--- src/rtl/pwm_pkg.sv ---
// rtl/pwm_pkg.sv - shared types and default constants for the pwm_dtchan channel
//
// Contents:
//   dt_state_e     dead-time generator state (off / dead band / driving)
//   PWM_WIDTH      default counter and duty width
//   PWM_DT_WIDTH   default dead-time counter width
//   PWM_MIN_CLIP   default minimum effective duty (keeps bootstrap caps charged)
//   PWM_MAX_CLIP   default maximum effective duty
package pwm_pkg;

  typedef enum logic [1:0] {
    ST_OFF   = 2'd0,
    ST_DEAD  = 2'd1,
    ST_DRIVE = 2'd2
  } dt_state_e;

  localparam int PWM_WIDTH    = 8;
  localparam int PWM_DT_WIDTH = 4;
  localparam int PWM_MIN_CLIP = 3;
  localparam int PWM_MAX_CLIP = 251;

endpackage : pwm_pkg

--- src/rtl/pwm_deadband.sv ---
// rtl/pwm_deadband.sv - dead-time generator producing complementary gate drives
//
// Ports:
//   clk        system clock
//   rst_n      asynchronous active-low reset
//   c          polarity-corrected modulator level
//   enablepwm  0 forces both gates low (state OFF)
//   dtval      dead time in clk cycles, sampled on every entry to DEAD
//   pwmout     registered gate drives: [0] high side, [1] low side
module pwm_deadband
  import pwm_pkg::*;
#(
  parameter int DT_WIDTH = PWM_DT_WIDTH
) (
  input  logic                clk,
  input  logic                rst_n,
  input  logic                c,
  input  logic                enablepwm,
  input  logic [DT_WIDTH-1:0] dtval,
  output logic [1:0]          pwmout
);

  localparam logic [DT_WIDTH-1:0] DT_ONE = DT_WIDTH'(1);

  dt_state_e           state, state_d;
  logic                lvl, lvl_d;
  logic [DT_WIDTH-1:0] dt_cnt, dt_cnt_d;
  logic [1:0]          pwmout_d;

  // State register; pwmout is registered alongside so it changes on the same
  // edge as the state it reflects.
  always_ff @(posedge clk or negedge rst_n) begin
    if (!rst_n) begin
      state  <= ST_OFF;
      lvl    <= 1'b0;
      dt_cnt <= '0;
      pwmout <= 2'b00;
    end else begin
      state  <= state_d;
      lvl    <= lvl_d;
      dt_cnt <= dt_cnt_d;
      pwmout <= pwmout_d;
    end
  end

  // Next-state logic.
  always_comb begin
    state_d  = state;
    lvl_d    = lvl;
    dt_cnt_d = dt_cnt;
    if (!enablepwm) begin
      state_d = ST_OFF;
    end else begin
      unique case (state)
        ST_OFF: begin
          state_d  = ST_DEAD;
          lvl_d    = c;
          dt_cnt_d = dtval;
        end
        ST_DEAD: begin
          if (c != lvl) begin
            // Level moved during the dead band: restart the window. With a
            // zero dead time there is no window to wait for.
            lvl_d    = c;
            dt_cnt_d = dtval;
            if (dtval == '0) begin
              state_d = ST_DRIVE;
            end
          end else if (dt_cnt <= DT_ONE) begin
            // A count of 1 means this edge completes the final dead cycle;
            // 0 only occurs when the window was loaded with no dead time.
            state_d = ST_DRIVE;
          end else begin
            dt_cnt_d = dt_cnt - DT_ONE;
          end
        end
        ST_DRIVE: begin
          if (c != lvl) begin
            lvl_d = c;
            if (dtval != '0) begin
              state_d  = ST_DEAD;
              dt_cnt_d = dtval;
            end
          end
        end
        default: begin
          state_d = ST_OFF;
        end
      endcase
    end
  end

  // Output logic: only DRIVE ever asserts a gate, and then exactly one.
  always_comb begin
    pwmout_d = 2'b00;
    if (state_d == ST_DRIVE) begin
      pwmout_d = {~lvl_d, lvl_d};
    end
  end

endmodule : pwm_deadband

--- src/rtl/pwm_dtchan.sv ---
// rtl/pwm_dtchan.sv - PWM channel with buffered duty, current limit and dead time
//
// Ports:
//   clk           system clock
//   rst_n         asynchronous active-low reset
//   pwmcntce      counter tick enable
//   pwmldce       strobe loading wrtdata into the pending duty register
//   wrtdata       duty value
//   dtval         dead time in clk cycles (0 = none)
//   invertpwm     inverts the modulator level ahead of the dead-time stage
//   enablepwm     0 forces both gates low
//   currentlimit  overcurrent; ends on-time for the rest of the period
//   pwmout        [0] high-side gate, [1] low-side gate
//   period_start  one-clk pulse following each counter wrap tick
//   climit_flag   current-limit trip latched for this period
module pwm_dtchan
  import pwm_pkg::*;
#(
  parameter int WIDTH    = PWM_WIDTH,
  parameter int DT_WIDTH = PWM_DT_WIDTH,
  parameter int MIN_CLIP = PWM_MIN_CLIP,
  parameter int MAX_CLIP = PWM_MAX_CLIP
) (
  input  logic                clk,
  input  logic                rst_n,
  input  logic                pwmcntce,
  input  logic                pwmldce,
  input  logic [WIDTH-1:0]    wrtdata,
  input  logic [DT_WIDTH-1:0] dtval,
  input  logic                invertpwm,
  input  logic                enablepwm,
  input  logic                currentlimit,
  output logic [1:0]          pwmout,
  output logic                period_start,
  output logic                climit_flag
);

  localparam logic [WIDTH-1:0] CNT_MAX  = {WIDTH{1'b1}};
  localparam logic [WIDTH-1:0] DUTY_RST = {1'b1, {(WIDTH-1){1'b0}}};
  localparam logic [WIDTH-1:0] CLIP_LO  = WIDTH'(MIN_CLIP);
  localparam logic [WIDTH-1:0] CLIP_HI  = WIDTH'(MAX_CLIP);

  logic [WIDTH-1:0] cnt;
  logic [WIDTH-1:0] pending;
  logic [WIDTH-1:0] active;
  logic [WIDTH-1:0] eff_duty;
  logic             wrap;
  logic             se;
  logic             climit;
  logic             c;

  assign wrap = pwmcntce && (cnt == CNT_MAX);

  // Counter and double-buffered duty. A load on the wrap tick lands in
  // pending while active takes the previous pending value, so that write
  // applies one period later.
  always_ff @(posedge clk or negedge rst_n) begin
    if (!rst_n) begin
      cnt          <= '0;
      pending      <= DUTY_RST;
      active       <= DUTY_RST;
      period_start <= 1'b0;
    end else begin
      if (pwmcntce) begin
        cnt <= cnt + WIDTH'(1);
      end
      if (pwmldce) begin
        pending <= wrtdata;
      end
      if (wrap) begin
        active <= pending;
      end
      period_start <= wrap;
    end
  end

  always_comb begin
    eff_duty = active;
    if (active < CLIP_LO) begin
      eff_duty = CLIP_LO;
    end else if (active > CLIP_HI) begin
      eff_duty = CLIP_HI;
    end
  end

  // Modulator and current-limit latch. currentlimit acts on every clk, not
  // just on ticks. se is only ever set on the wrap tick, which is also where
  // climit releases, so a trip blocks on-time until the next period begins.
  // CLIP_HI stays below CNT_MAX, so the wrap tick never coincides with the
  // duty-match tick.
  always_ff @(posedge clk or negedge rst_n) begin
    if (!rst_n) begin
      se     <= 1'b0;
      climit <= 1'b0;
    end else if (currentlimit) begin
      se     <= 1'b0;
      climit <= 1'b1;
    end else if (wrap) begin
      se     <= 1'b1;
      climit <= 1'b0;
    end else if (pwmcntce && (cnt == eff_duty)) begin
      se <= 1'b0;
    end
  end

  assign c           = se ^ invertpwm;
  assign climit_flag = climit;

  pwm_deadband #(
    .DT_WIDTH (DT_WIDTH)
  ) u_deadband (
    .clk       (clk),
    .rst_n     (rst_n),
    .c         (c),
    .enablepwm (enablepwm),
    .dtval     (dtval),
    .pwmout    (pwmout)
  );

endmodule : pwm_dtchan

--- config.mk ---
export PLATFORM = sky130hd
export DESIGN_NAME = pwm_dtchan
export DESIGN_NICKNAME = d
export VERILOG_FILES = /design/src/rtl/pwm_pkg.sv /design/src/rtl/pwm_deadband.sv /design/src/rtl/pwm_dtchan.sv
export SDC_FILE = /design/constraint.sdc
export NUM_CORES = 1
export LEC_CHECK = 0
export ABC_AREA = 1
export BUFFER_PORTS_ARGS = -buffer_cell sky130_fd_sc_hd__buf_2
export CAP_MARGIN = 20
export CORE_ASPECT_RATIO = 0.9
export CORE_MARGIN = 2
export CORE_UTILIZATION = 48
export CTS_CLUSTER_DIAMETER = 60
export CTS_CLUSTER_SIZE = 14
export DETAILED_ROUTE_END_ITERATION = 10
export PLACE_DENSITY_LB_ADDON = 0.25
export SKIP_CTS_REPAIR_TIMING = 1
export SLEW_MARGIN = 10
export SYNTH_ARGS = -nofsm -noshare
export SYNTH_HDL_FRONTEND = slang
export SYNTH_SLANG_ARGS = --single-unit
export TNS_END_PERCENT = 50
--- constraint.sdc ---
create_clock -name clk -period 5.2 [get_ports clk]
set_input_delay 1.04 -clock clk [delete_from_list [all_inputs] [get_ports clk]]
set_output_delay 1.04 -clock clk [all_outputs]
set_load 0.005 [all_outputs]
* Word-level counts from Yosys, hierarchy flattened
Index checks and enable logic that the tools add are counted. Widths: inputs -> output; s select.
Word-level totals: output and inout bits 4, register bits after elaboration 36
Cells by class: reductions and logical operators 10, magnitude comparators 3, add/subtract/negate cells 2, bitwise operators 2, muxes and demuxes 23, equality and inequality tests 9
Operators with widths (count):
- $mux 4 | 4
- $mux 8 | 2
- $mux 2 | 7
- $pmux 4 s3 | 1
- $add 8x1->8 const B | 1
- $eq 8x8->1 | 1
- $eq 8x8->1 const B | 1
- $gt 8x8->1 const B | 1
- $lt 8x2->1 const B | 1
- $mux 1 | 7
- $pmux 2 s3 | 1
- $reduce_bool 3->1 | 2
- $reduce_and 5->1 | 1
- $eq 2x2->1 const B | 2
- $le 4x1->1 const B | 1
- $logic_not 4->1 | 1
- $ne 2x1->1 const B | 2
- $reduce_bool 4->1 | 1
- $sub 4x1->4 const B | 1
- $ne 3x3->1 const B | 1
- $eq 2x1->1 const B | 1
- $logic_and 1x1->1 | 2
- $logic_not 2->1 | 1
- $pmux 1 s2 | 1
- other kinds (5) | 5

* Depth between registers and ports, before layout
Gate-level depths: netlist of run 1.
word-level depth 8, gate-level depth with buffers 11, gate-level depth less buffers 11

* Hierarchy
A second synthesis of run 1 with hierarchy kept.
Second synthesis, totals: cells, all modules 242, area, all modules 1954.4 µm²
By module, submodules not included:
- pwm_dtchan | sequential area each 678.2 µm², cells an instance 156, area an instance 1306.3 µm², times used 1
- pwm_deadband | sequential area each 225.2 µm², cells an instance 86, area an instance 648.1 µm², times used 1

* Least setup slack after synthesis of run 1
No wires, ideal clock.
path kind input-to-reg, start input invertpwm, end register u_deadband.dt_cnt[3], required time 5075 ps, stages 8, arrival time 2372 ps, buffers on the path 0, setup time 125 ps, slack 2703 ps, path through xor2_1 ha_1 inv_1 nand2_1 nand2_1 nand2_1 nor2_1 mux2_2
On the way: longest elaborated chain between the ends 4, elaborated cells on any way between the ends 7
Ends and longest elaborated chain:
- from (decl) | line pwm_dtchan.sv:30 | input logic invertpwm,
- $xor 1x1->1 (*) | line pwm_dtchan.sv:106 | assign c = se ^ invertpwm;
- $ne 1x1->1 (*) | line pwm_deadband.sv:61, pwm_deadband.sv:78
- $ne 3x3->1 (no line) (tied with other cells)
- $reduce_and 5->1 (no line) or $pmux 4 s3 (tied branches)
- to (signal assigned) | line pwm_deadband.sv:41 | dt_cnt <= dt_cnt_d;
- to (decl) | line pwm_deadband.sv:27 | logic [DT_WIDTH-1:0] dt_cnt, dt_cnt_d;
Mark *: on every way between the ends. The rest lies on a longest branch, timed or not. A chain may end at the register's enable or synchronous reset.

* Worst setup path after layout of run 1
Same ends and word-level chain as after synthesis.

==> metrics.cfg, run 1 <==
[sta]
setup_viol = 0
fin_setup_tns_ps = 0
fin_crit_sh_pct = 48.18
relSlewSlack_pct = 48.86
hold_viol_final = 0
setup_slack_ps = 2695
clock.fmax_ghz = 0.3991
slew_viol_final = 0
skew_ps = 3.508
worst_pin_slew_ps = 767.1
rsz0062_at_grt = false
fin_crit_ps = 2505

[route]
ant_nets = 0
wirelength_um = 3232
drtIter0Drc = 99
vias_per_cell = 4.873
wire_per_inst_um = 10.77
drc_errors = 0
firstDrtPassIters = 4
route.vias.total = 1462

[die]
core_area_mm2 = 0.003784
start_util_pct = 51.16
dieWidth_um = 70.94
num_rows = 21
io_pins = 23
fp.dieH_um = 64.25
die-area_mm2 = 0.004557

[placed_design]
io_buffers = 22
gp_congestion = 0.8161
post-place-ws_ps = 2381
hpwl_um = 2480

[power]
p_leak_nw = 1.142
p_int_uw = 604.5
sw_frac_of_total_pct = 38.62
p_per_area_mw_per_mm2 = 455.5
power_frac_clock_pct = 18.7
power.switching_uw = 380.3
ir_drop_uv = 209.6
p_seq_share_pct = 45.9
power.share.combinational_pct = 35.3

[logic_synthesis]
synth_top_area_share_pct = 43.96
synthTopCellsByArea = dfrtp_1 44%, nand2_1 10%, inv_1 6.8%, ha_1 5.8%, mux2_2 4.7%
syn_area_per_cell_um2 = 8.527
synth_seq_cells = 36
ys_warn_count = 0
synth_cell_type_count = 27
synth_nets = 255
synthesis.area_mm2 = 0.001936
synth_top_cell_by_area = dfrtp_1
ys_seq_area_share_pct = 46.67
synth_cells = 227

[hold_path]
hold_path.class = register to register

[cts]
cts_buffer_depth = 2
clock_sinks = 36
numCtsBuffers = 5
clk_pin_slew_worst_paths_ps = 70
cts_tree = done
cts-root-buf = clkbuf_8
ctsHtreeMaxLevel = 2
clk_latency_ps = 280

[grt]
grt_usage_pct = 17.34
grt_overflow = 0
grt_pass1_wl_um = 6085
grt_pass1_vias = 1346
grt_antenna_before_repair = 0
grt_max_degree = 37

[critical_path]
end_kind = register
worst_setup_path_start_kind = primary input
critical_path_class = primary input to register
crit_arrival_ps = 2680
crit_fanout = 9
crit_required_ps = 5370

[outcome]
status = completed

[layout]
final_cell_mix = 54 x nand2_1, 35 x inv_1, 34 x dfrtp_1, 22 x buf_2, 18 x nor2_1
final_common_cell = nand2_1
syn2layout_area_growth_pct = 11.70
antenna_cells = 0
layout-drive-gt1-share_pct = 18.90
fin_nets = 281

[run]
cap_violations = 0

## sequential cells by signal, indices dropped and copies added, names as in the netlist
| signal | count |
|---|---|
| u_deadband.state | 2 |
| se | 1 |
| climit_flag | 1 |
| u_deadband.dt_cnt | 4 |
| u_deadband.lvl | 1 |
| active | 8 |
| u_deadband.pwmout | 2 |
| period_start | 1 |
| pending | 8 |
| cnt | 8 |
## power groups by stage
| stage | Clock [mW] | Combinational (mW) | Sequential [mW] |
|---|---|---|---|
| final | 0.185 | 0.348 | 0.452 |
| after global routing | 0.204 | 0.414 | 0.468 |
| after CTS | 0.191 | 0.352 | 0.453 |
| after detailed placement | 0 | 0.351 | 0.456 |
| after global placement | 0 | 0.342 | 0.454 |
| after floorplan | 0 | 0.286 | 0.434 |
## worst paths after layout
check                                       start                               end  slack (ps)  cells after the start
max                                     invertpwm  u_deadband.dt_cnt[3]$_DFFE_PN0P_        2690                      7
min                        pending[1]$_DFFE_PN0P_             active[1]$_DFFE_PN0P_         490                      2
max reg2reg                        se$_DFFE_PN0P_  u_deadband.dt_cnt[3]$_DFFE_PN0P_        3170                      6
min reg2reg                pending[1]$_DFFE_PN0P_             active[1]$_DFFE_PN0P_         490                      2
max in group asynchronous                   rst_n             active[3]$_DFFE_PN0P_        3890                      1
min in group asynchronous                   rst_n          u_deadband.lvl$_DFF_PN0_         830                      1
## cell families after synthesis
family	Yosys count	share of synthesized area, %
AOI/OAI and AO/OA	27	7.693
xor gates and xnor gates	10	4.525
adders and majority gates	9	5.818
buffers and inverters	39	8.145
DFF	36	46.67
muxes	8	4.654
and+or+nand+nor	98	22.49
## through the flow
stage	instances	utilization (%)	hold WS, ps	instance area [um2]	total power [mW]
3_3_place_gp	292	54.99	465.2	2081	0.7962
4_1_cts	300	57.14	488.4	2162	0.9959
5_1_grt	300	57.14	516.4	2162	1.085
3_5_place_dp	292	54.99	472.3	2081	0.8068
2_1_floorplan	227	-	449.2	1936	0.7208
6_report	300	57.14	485.2	2162	0.9848
## metal layers
layer  vias to the layer above  global-route usage (%)  share of wire, %
li1                        774                       -                 -
met4                         0                   7.075               1.6
met1                       660                   24.69                52
met2                        22                   24.65                42
met5                         -                       0                 0
met3                         6                   5.205               4.4
## cells in the mapped netlist
| master | number |
|---|---|
| inv_1 | 35 |
| o21ai_0 | 17 |
| a22oi_1 | 1 |
| mux2_2 | 8 |
| nor3_1 | 3 |
| nand3_1 | 12 |
| a21oi_1 | 4 |
| or2_2 | 1 |
| nor4_1 | 2 |
| o21ai_2 | 2 |
| o21ai_1 | 1 |
| nor3_4 | 2 |
| inv_2 | 1 |
| xor2_1 | 10 |
| buf_6 | 1 |
| ha_1 | 9 |
| and3_2 | 1 |
| nand2_1 | 54 |
| dfrtp_1 | 34 |
| nand4_1 | 2 |
| a31oi_1 | 1 |
| buf_4 | 1 |
| nor2_1 | 18 |
| dfstp_2 | 2 |
| nand2_2 | 3 |
| clkbuf_1 | 1 |
| a21boi_0 | 1 |
## area by class of cell
class | instances | area (um2)
Multi-Input combinational cell | 152 | 874.6
Fill cell | 378 | 1622
Clock inverter | 1 | 5.005
Tap cell | 46 | 57.56
Clock buffer | 7 | 76.32
Sequential cell | 36 | 903.4
Timing Repair Buffer | 22 | 110.1
Inverter | 36 | 135.1
## critical path, cell delays in order
cell and delay [ps]:
buf_2 100, xor2_1 250, ha_1 310, nand2_1 220
nor4_1 80, nor2_1 300, mux2_2 380
Power figures use the tool's default switching activity.
==> inputs of run 2 (changes only) <==
Clock period 5.2 ns to 2.05 ns, I/O delays scaled along.
==> metrics.cfg, run 2 (synthesized netlist as in run 1, its figures left out) <==
[layout]
seq_area_um2 = 903.4
final_common_cell = nand2_1
fill_cells = 365
layout-drive-gt1-share_pct = 20.93
antenna_cells = 0
fin_nets = 285
syn2layout_area_growth_pct = 13.83
multi_input_area_um2 = 874.6
final_cell_mix = 54 x nand2_1, 35 x inv_1, 34 x dfrtp_1, 22 x buf_2, 18 x nor2_1
biggestRegsByFlops = active: 8 flops, cnt: 8 flops, pending: 8 flops

[cts]
cts_buffer_depth = 2
clk_latency_ps = 280
clock_sinks = 36
clk_pin_slew_worst_paths_ps = 70
cts_tree = done
numCtsBuffers = 5
cts-root-buf = clkbuf_8
ctsHtreeMaxLevel = 2

[sta]
relSlewSlack_pct = 71.14
skew_ps = 9.261
worst_pin_slew_ps = 432.9
hold_viol_final = 0
fin_crit_sh_pct = 89.90
rsz0062_at_grt = false
clock.fmax_ghz = 0.5426
setup_slack_ps = 207.0
fin_crit_ps = 1843
slew_viol_final = 0
setup_viol = 0
fin_setup_tns_ps = 0

[route]
firstDrtPassIters = 4
wirelength_um = 3315
drc_errors = 0
wire_per_inst_um = 10.90
drtIter0Drc = 65
ant_nets = 0
vias_per_cell = 4.819
route.vias.total = 1465

[power]
p_leak_nw = 1.170
p_total_mw = 2.552
p_per_area_mw_per_mm2 = 1158
ir_drop_uv = 654.0

[die]
num_rows = 21
die-area_mm2 = 0.004557
dieWidth_um = 70.94
fp.dieH_um = 64.25
start_util_pct = 51.16
io_pins = 23
core_area_mm2 = 0.003784

[outcome]
status = completed

[grt]
grt_max_degree = 37
grt_overflow = 0
grt_pass1_wl_um = 6258
grt_antenna_before_repair = 0
grt_usage_pct = 17.49
grt_pass1_vias = 1445

[placed_design]
gp_congestion = 0.8146
post-place-ws_ps = 57.03
io_buffers = 22
hpwl_um = 2578

[critical_path]
crit_slowest_cell = dfrtp_1
crit_arrival_ps = 2010
end_kind = register
worst_setup_path_start_kind = register
critical_path_class = register to register
crit_fanout = 4
crit_path_frequent_cell = nand2_1
cp_slowest_stage_delay_ps = 390
crit_required_ps = 2220
path_cells = xor2_1 > ha_1 > inv_1 > nand2_1 > nand2_1 > nand2_1 > nor2_1 > mux2_2

[run]
cap_violations = 0

[hold_path]
hold_path.class = primary input to async pin

## run 2: area by class of cell
type / instances / share of cell area [%]
Multi-Input combinational cell: 152 / 39.69
Sequential cell: 36 / 41.00
Timing Repair Buffer: 26 / 6.360
Clock buffer: 6 / 3.748
Clock inverter: 2 / 0.4543
Inverter: 36 / 6.133
Tap cell: 46 / 2.612
## run 2: through the flow
step / cells / hold slack (ps) / instance area [um2] / util, %
6_report: 304 / 152.7 / 2203 / 58.23
5_1_grt: 304 / 188.5 / 2203 / 58.23
4_1_cts: 304 / 170.6 / 2203 / 58.23
3_5_place_dp: 296 / 470.0 / 2111 / 55.79
3_3_place_gp: 296 / 463.3 / 2111 / 55.79
2_1_floorplan: 227 / 114.4 / 1936 / -
## run 2: final timing paths
path | startpoint | end | slack (ps) | depth (start not counted)
max in group asynchronous | rst_n | active[7]$_DFFE_PN1P_ | 1560 | 2
max reg2reg | se$_DFFE_PN0P_ | u_deadband.dt_cnt[3]$_DFFE_PN0P_ | 210 | 8
min reg2reg | pending[0]$_DFFE_PN0P_ | active[0]$_DFFE_PN0P_ | 480 | 2
min | rst_n | active[5]$_DFFE_PN0P_ | 150 | 2
max | se$_DFFE_PN0P_ | u_deadband.dt_cnt[3]$_DFFE_PN0P_ | 210 | 8
min in group clk | wrtdata[2] | pending[2]$_DFFE_PN0P_ | 350 | 3
## run 2: report_power, final
part,internal [mW],switching [mW]
Combinational,0.369,0.534
Clock,0.268,0.237
Sequential,0.940,0.204
Total,1.58,0.975
## run 2: critical path: cells and delay by family, from the launching register on
family	cells	cell delay (ps)
DFF	1	390
muxes	1	350
buffers and inverters	1	80
and+or+nand+nor	4	360
adders and majority gates	1	310
xor gates and xnor gates	1	250
## run 2: routing by layer
metal,vias up,routed length (um),track usage [%]
li1,775,-,-
met1,666,1683,24.09
met2,22,1482,27.57
met3,2,126,4.259
met4,0,23,4.953
met5,-,0,0
==> inputs of run 3 (changes only) <==
Settings changed: CELL_PAD_IN_SITES_DETAIL_PLACEMENT set to 1, CELL_PAD_IN_SITES_GLOBAL_PLACEMENT set to 1, CORE_UTILIZATION 48 to 39.
==> metrics.cfg, run 3 (synthesized netlist as in run 1, its figures left out) <==
[layout]
final_cell_mix = 54 x nand2_1, 35 x inv_1, 34 x dfrtp_1, 22 x buf_2, 18 x nor2_1
multi_input_area_um2 = 874.6
seq_area_um2 = 903.4
final_common_cell = nand2_1
syn2layout_area_growth_pct = 14.80
antenna_cells = 0
biggestRegsByFlops = active: 8 flops, cnt: 8 flops, pending: 8 flops
layout-drive-gt1-share_pct = 20.93
fin_area_mm2 = 0.002222
fin_nets = 285
fill_cells = 596

[route]
drc_errors = 0
firstDrtPassIters = 4
route.vias.total = 1500
vias_per_cell = 4.644
drtIter0Drc = 30
wirelength_um = 3645
wire_per_inst_um = 11.28
ant_nets = 0

[die]
start_util_pct = 40.29
core_area_mm2 = 0.004805
io_pins = 23
die-area_mm2 = 0.005544
dieWidth_um = 78.26
num_rows = 24
fp.dieH_um = 70.84

[sta]
clock.fmax_ghz = 0.5403
fin_crit_sh_pct = 90.28
relSlewSlack_pct = 48.21
hold_viol_final = 0
rsz0062_at_grt = false
skew_ps = 8.857
fin_crit_ps = 1851
fin_setup_tns_ps = 0
setup_viol = 0
worst_pin_slew_ps = 776.9
slew_viol_final = 0

[critical_path]
crit_arrival_ps = 2030
worst_setup_path_start_kind = register
r2r_slack_ps = 200
crit_required_ps = 2230
crit_fanout = 4
end_kind = register
critical_path_class = register to register

[placed_design]
hpwl_um = 2889
placed_area_mm2 = 0.002135
io_buffers = 22
gp_congestion = 0.7308

[cts]
clock_sinks = 36
cts_buffer_depth = 2
clk_pin_slew_worst_paths_ps = 70
cts-root-buf = clkbuf_8
cts_tree = done
clk_latency_ps = 290
ctsHtreeMaxLevel = 2
numCtsBuffers = 5

[grt]
grt_pass1_wl_um = 6837
grt_overflow = 0
grt_pass1_vias = 1567
grt_max_degree = 37
grt_antenna_before_repair = 0
grt_usage_pct = 15.64

[run]
cap_violations = 0

[outcome]
status = completed

[power]
ir_drop_uv = 496.9
p_per_area_mw_per_mm2 = 1147
p_leak_nw = 1.168

[hold_path]
hold_path.class = primary input to async pin

-- run 3: critical path: stages, from the launching register on --
cell     delay [ps]
dfrtp_1         390
xor2_1          240
ha_1            310
inv_1            90
nand2_1         100
nand2_1          70
nand2_1          40
nor2_1          160
mux2_2          340
-- run 3: metrics by stage --
| stage | hold WS, ps | util, % | setup slack [ps] | power, mW | std cells |
|---|---|---|---|---|---|
| 2_1_floorplan | 114.4 | - | 183.2 | 1.828 | 227 |
| 3_3_place_gp | 464.6 | 44.43 | 126.9 | 2.051 | 315 |
| 3_5_place_dp | 478.4 | 44.43 | 53.33 | 2.089 | 315 |
| 4_1_cts | 229.8 | 46.25 | 179.7 | 2.602 | 323 |
| 5_1_grt | 252.2 | 46.25 | 23.80 | 2.826 | 323 |
| 6_report | 196.2 | 46.25 | 199.2 | 2.549 | 323 |
-- run 3: worst paths after layout --
check	endpoint	depth (start not counted)	startpoint
worst max-delay path	u_deadband.dt_cnt[3]$_DFFE_PN0P_	8	se$_DFFE_PN0P_
min in group clk	pending[2]$_DFFE_PN0P_	3	wrtdata[2]
max in group asynchronous	cnt[5]$_DFFE_PN0P_	1	rst_n
worst min register to register	active[5]$_DFFE_PN0P_	2	pending[5]$_DFFE_PN0P_
worst max register to register	u_deadband.dt_cnt[3]$_DFFE_PN0P_	8	se$_DFFE_PN0P_
worst min-delay path	u_deadband.lvl$_DFF_PN0_	1	rst_n
-- run 3: report_power, final --
part / switching, mW / leakage [nW] / internal [mW] / total, mW
combinational: 0.543 / 0.700 / 0.368 / 0.911
sequential: 0.208 / 0.420 / 0.940 / 1.15
clock: 0.253 / 0.0479 / 0.237 / 0.490
total: 1.00 / 1.17 / 1.54 / 2.55
-- run 3: routing by layer --
layer  global-route usage (%)  part of all wire, %  vias to the layer above
li1                         -                    -                      777
met1                    21.38                   52                      702
met5                        0                    0                        -
met2                    24.52                   43                       17
met3                    3.954                  3.5                        4
met4                    5.263                  1.0                        0
-- run 3: cell type report --
class	instances	share of cell area, %
Timing Repair Buffer	26	6.306
Tap cell	65	3.660
Sequential cell	36	40.65
Clock buffer	5	3.097
Inverter	36	6.081
Clock inverter	3	0.8446
Multi-Input combinational cell	152	39.36
